==> src/rtl/padbi_seq_ctl.sv <==
// Bidirectional pad-group sequencer: arbitrates core write/read requests,
// drives pad EN/DIR with turnaround dead cycles, holds write data, captures read data.
module padbi_seq_ctl #(
   parameter int M        = 7,
   parameter int N        = 0,
   parameter int TURN_CYC = 1,
   parameter int WR_HOLD  = 2,
   parameter int RD_WAIT  = 2
) (
   input  logic       CLK,
   input  logic       RESET,
   input  logic       WR_REQ,
   input  logic [M:N] WR_DATA,
   output logic       WR_ACK,
   input  logic       RD_REQ,
   output logic [M:N] RD_DATA,
   output logic       RD_ACK,
   output logic       BUSY,
   output logic       EN,
   output logic       DIR,
   output logic [M:N] BISIG_OUT,
   input  logic [M:N] BISIG_IN
);

   localparam int MAX_TW = (TURN_CYC > WR_HOLD) ? TURN_CYC : WR_HOLD;
   localparam int MAXC   = (MAX_TW > RD_WAIT) ? MAX_TW : RD_WAIT;
   localparam int CW     = (MAXC > 1) ? $clog2(MAXC) : 1;

   localparam logic [CW-1:0] TURN_LD = CW'(TURN_CYC - 1);
   localparam logic [CW-1:0] WR_LD   = CW'(WR_HOLD - 1);
   localparam logic [CW-1:0] RD_LD   = CW'(RD_WAIT - 1);

   typedef enum logic [1:0] {
      S_IDLE,
      S_TURN,
      S_DRIVE,
      S_SAMPLE
   } state_e;

   state_e        state_q, state_d;
   logic [CW-1:0] cnt_q, cnt_d;
   logic          dir_q, dir_d;
   logic          en_q, en_d;
   logic          busy_q, busy_d;
   logic          wack_q, wack_d;
   logic          rack_q, rack_d;
   logic          last_wr_q, last_wr_d;
   logic          pend_wr_q, pend_wr_d;
   logic [M:N]    bout_q, bout_d;
   logic [M:N]    rdat_q, rdat_d;
   logic          gnt_wr;

   always_ff @(posedge CLK) begin
      if (RESET) begin
         state_q   <= S_IDLE;
         cnt_q     <= '0;
         dir_q     <= 1'b0;
         en_q      <= 1'b0;
         busy_q    <= 1'b0;
         wack_q    <= 1'b0;
         rack_q    <= 1'b0;
         last_wr_q <= 1'b0;
         pend_wr_q <= 1'b0;
         bout_q    <= '0;
         rdat_q    <= '0;
      end else begin
         state_q   <= state_d;
         cnt_q     <= cnt_d;
         dir_q     <= dir_d;
         en_q      <= en_d;
         busy_q    <= busy_d;
         wack_q    <= wack_d;
         rack_q    <= rack_d;
         last_wr_q <= last_wr_d;
         pend_wr_q <= pend_wr_d;
         bout_q    <= bout_d;
         rdat_q    <= rdat_d;
      end
   end

   always_comb begin
      state_d   = state_q;
      cnt_d     = cnt_q;
      dir_d     = dir_q;
      wack_d    = 1'b0;
      rack_d    = 1'b0;
      last_wr_d = last_wr_q;
      pend_wr_d = pend_wr_q;
      bout_d    = bout_q;
      rdat_d    = rdat_q;
      gnt_wr    = 1'b0;
      unique case (state_q)
         S_IDLE: begin
            // An ack cycle never accepts, so a held REQ re-arbitrates next cycle
            if (!wack_q && !rack_q && (WR_REQ || RD_REQ)) begin
               gnt_wr    = WR_REQ && !(RD_REQ && last_wr_q);
               last_wr_d = gnt_wr;
               pend_wr_d = gnt_wr;
               if (gnt_wr) bout_d = WR_DATA;
               if (dir_q == gnt_wr) begin
                  state_d = gnt_wr ? S_DRIVE : S_SAMPLE;
                  cnt_d   = gnt_wr ? WR_LD : RD_LD;
               end else begin
                  state_d = S_TURN;
                  dir_d   = gnt_wr;
                  cnt_d   = TURN_LD;
               end
            end
         end
         S_TURN: begin
            if (cnt_q == '0) begin
               state_d = pend_wr_q ? S_DRIVE : S_SAMPLE;
               cnt_d   = pend_wr_q ? WR_LD : RD_LD;
            end else begin
               cnt_d = cnt_q - 1'b1;
            end
         end
         S_DRIVE: begin
            if (cnt_q == '0) begin
               state_d = S_IDLE;
               wack_d  = 1'b1;
            end else begin
               cnt_d = cnt_q - 1'b1;
            end
         end
         S_SAMPLE: begin
            if (cnt_q == '0) begin
               state_d = S_IDLE;
               rack_d  = 1'b1;
               rdat_d  = BISIG_IN;
            end else begin
               cnt_d = cnt_q - 1'b1;
            end
         end
         default: state_d = S_IDLE;
      endcase
      en_d   = (state_d == S_DRIVE) || (state_d == S_SAMPLE);
      busy_d = (state_d != S_IDLE);
   end

   assign EN        = en_q;
   assign DIR       = dir_q;
   assign BUSY      = busy_q;
   assign WR_ACK    = wack_q;
   assign RD_ACK    = rack_q;
   assign BISIG_OUT = bout_q;
   assign RD_DATA   = rdat_q;

endmodule

==> config.mk <==
export PLATFORM = sky130hd
export DESIGN_NAME = padbi_seq_ctl
export DESIGN_NICKNAME = d
export VERILOG_FILES = /design/src/rtl/padbi_seq_ctl.sv
export SDC_FILE = /design/constraint.sdc
export NUM_CORES = 1
export LEC_CHECK = 0
export CAP_MARGIN = 20
export CORE_ASPECT_RATIO = 0.9
export CORE_MARGIN = 2
export CORE_UTILIZATION = 40
export DETAILED_ROUTE_END_ITERATION = 8
export PLACE_DENSITY = 0.75
export SLEW_MARGIN = 20
export SYNTH_ARGS = -nofsm -noshare
export SYNTH_HDL_FRONTEND = slang
export SYNTH_SLANG_ARGS = --single-unit
==> constraint.sdc <==
create_clock -name CLK -period 1.88 [get_ports CLK]
set_input_delay 0.564 -clock CLK [delete_from_list [all_inputs] [get_ports CLK]]
set_output_delay 0.564 -clock CLK [all_outputs]
set_load 0.005 [all_outputs]
==> flow_metrics.env <==
export IMPL_run_status="finished clean"
export IMPL_wire_per_inst_microns=12.40
export IMPL_max_clock_path_buffers=2
export IMPL_ir_drop_uv=683.1
export IMPL_synthesis_area_sq_mm=0.001037
export IMPL_fp_row_count=17
export IMPL_period_share=0.9642
export IMPL_dp_hpwl_mm=1.588
export IMPL_antenna_found_initial=0
export IMPL_yosys_area_top_type="dfxtp_1"
export IMPL_drt_total_wl_mm=2.208
export IMPL_cts_buffers=3
export IMPL_antennaDiodeCount=0
export IMPL_critPathArrivalTime_ns=1.25
export IMPL_setup_tns_ns=0
export IMPL_cts_tree="yes"
export IMPL_drive_above_1_share=0.09333
export IMPL_multiInputGateArea_sq_um=494.2
export IMPL_grt_pass1_vias=839
export IMPL_seq_area_sq_um=500.5
export IMPL_grtUsageMet1=0.1732
export IMPL_place_gp_congestion=0.7349
export IMPL_vias_per_cell=5.157
export IMPL_fin_util=0.6171
export IMPL_io_pins=41
export IMPL_dieArea_sq_mm=0.003017
export IMPL_clk_pin_slew_ns=0.13
export IMPL_drtIter0Drc=24
export IMPL_grt_overflow=0
export IMPL_rsz0062_at_grt="no"
export IMPL_coreArea_sq_mm=0.002467
export IMPL_fin_cells=178
export IMPL_grt_max_degree=34
export IMPL_worstMarginPinSlew_ns=0.5280
export IMPL_nNetsFinal=172
export IMPL_max_freq_mhz=551.6
export IMPL_grt_pass1_wl_mm=3.532
export IMPL_worstSetupEndpointType="output pin"
export IMPL_p_per_area_mw_per_mm2=1077
export IMPL_slowest_delay_ns=0.53
export IMPL_dp_cells=174
export IMPL_worstSkewPairLatency_ns=0.31
export IMPL_syn_inst=108
export IMPL_synth_top_cell_area_share=0.4825
export IMPL_gr_usage_met2=0.2670
export IMPL_htree_levels=1
export IMPL_grt_busiest_layer="met2"
export IMPL_start_kind="register"
export IMPL_hold_violations=0
export IMPL_ys_top_cells_by_area="dfxtp_1 (48%), mux2i_1 (9.7%), nand4b_1 (6.8%), o21ai_0 (5.3%), nand2b_1 (4.8%)"
export IMPL_slew_violations=0
export IMPL_cts_sinks=25
export IMPL_post_synth_num_cell_types=25
export IMPL_ys_warn_count=0
export IMPL_area_growth_pct=46.80
export IMPL_crit_slowest_cell="clkdlybuf4s50_1"
export IMPL_power_total_mw=1.640
export IMPL_cts_root_buf="clkbuf_4"
export IMPL_fill_cells=223
export IMPL_post_cts_resized=0
export IMPL_ys_seq_area_frac=0.4825
export IMPL_worstPathCellList="clkdlybuf4s50_1"
export IMPL_syn_avg_cell_area_sq_um=9.604
export IMPL_leakage_nw=0.6013
export IMPL_critical_path_top_delay_family="buffers and inverters"
export IMPL_crit_required_ns=1.32
export IMPL_max_slew_margin=0.6470
export IMPL_synth_fp_nets=129
export IMPL_fin_crit_ns=1.813
export IMPL_setup_viol=0
export IMPL_finClkSkew_ns=0.003284
export IMPL_maxCapViolCount=0
export IMPL_cts_setup_buffers=0
export IMPL_fp_dieH_microns=52.31
export IMPL_crit_fanout=5
export IMPL_path_class="register to output pin"
export IMPL_synth_seq_cells=25
export IMPL_port_buffers=40
export IMPL_vias=918
export IMPL_drc=0
export IMPL_path_buf_inv=1
export IMPL_dr_pass1_iters=4
export IMPL_start_util=0.4204
export IMPL_holdBufCountCts=0
export IMPL_use_met3=0.02963
export IMPL_min_delay_path_class="register to register"
export IMPL_grt_usage=0.1502
export IMPL_antenna_left=0
export IMPL_die_w_microns=57.68
export IMPL_hold_ws_ns=0.4852
==> where the power goes <==
| part | switching [mW] | internal (mW) |
|---|---|---|
| combinational | 0.265 | 0.391 |
| clock | 0.151 | 0.0795 |
| sequential | 0.110 | 0.643 |
==> synthesized netlist by cell type (all sizes together) <==
cell	n
o31a	1
or4	1
mux2i	10
nor2	12
nand4b	8
dfxtp	25
nor3	1
o21ai	11
xnor2	1
and2	1
or3	2
buf	2
a211o	1
clkbuf	7
nand2b	8
nand2	1
ha	1
nor4	3
nand4	1
nor3b	1
a21oi	7
nand3b	1
a21boi	1
nor4b	1
==> cell families after synthesis <==
logic type,synth area share
adder cells (fa/ha/maj),0.01206
AND/OR/NAND/NOR,0.2437
AO/OA/AOI/OAI,0.1158
buffers and inverters,0.04101
XOR/XNOR,0.008445
flip-flops,0.4825
multiplexers,0.09651
==> path summary, 6_finish.rpt <==
path                  end          from  slack, ns  cells after the start
max                RD_ACK        RD_ACK       0.07                      1
min          BISIG_OUT[3]  BISIG_OUT[3]       0.49                      2
max reg2reg    state_q[1]    state_q[0]       0.34                      3
min reg2reg  BISIG_OUT[3]  BISIG_OUT[3]       0.49                      2
==> layer usage <==
layer,share of wire,up-vias
met5,0,-
met4,0.016,0
met3,0.051,4
met2,0.47,23
met1,0.47,423
li1,-,468
==> layout by cell type, fill, tap and decap left out <==
master,count
mux2i_1,10
nor3b_1,1
ha_1,1
clkdlybuf4s50_1,40
nand4_1,1
a21oi_1,7
or3_1,2
a21boi_2,1
nor2_1,12
o21ai_0,11
buf_12,1
dfxtp_1,25
nor4b_1,1
clkinv_2,1
or4_4,1
clkbuf_4,3
nand2_1,1
xnor2_1,1
nand4b_1,8
nand2b_1,8
buf_4,6
nor4_1,3
nor3_1,1
nand3b_1,1
o31a_1,1
and2_0,1
a211o_2,1
==> metrics by stage <==
step	setup slack, ns	instance area (sq um)
after floorplan	0.1388	1037
after global placement	-0.1825	1495
after detailed placement	-0.2343	1495
after CTS	0.05558	1523
after global routing	0.002118	1523
final	0.06724	1523
==> sequential cells by signal, indices dropped and copies added (netlist names) <==
register / flops
BISIG_OUT: 8
RD_DATA: 8
RD_ACK: 1
pend_wr_q: 1
WR_ACK: 1
EN: 1
cnt_q: 1
DIR: 1
BUSY: 1
state_q: 2
==> final cells by class <==
class                   count  share of cell area
repair buffers             47              0.3057
flip-flops and latches     25              0.3287
multi-input cells          74              0.3246
clock buffers               3             0.01479
clock inverters             1            0.003287
well taps                  28             0.02301
Note: power is estimated with default switching activity, not from simulation.
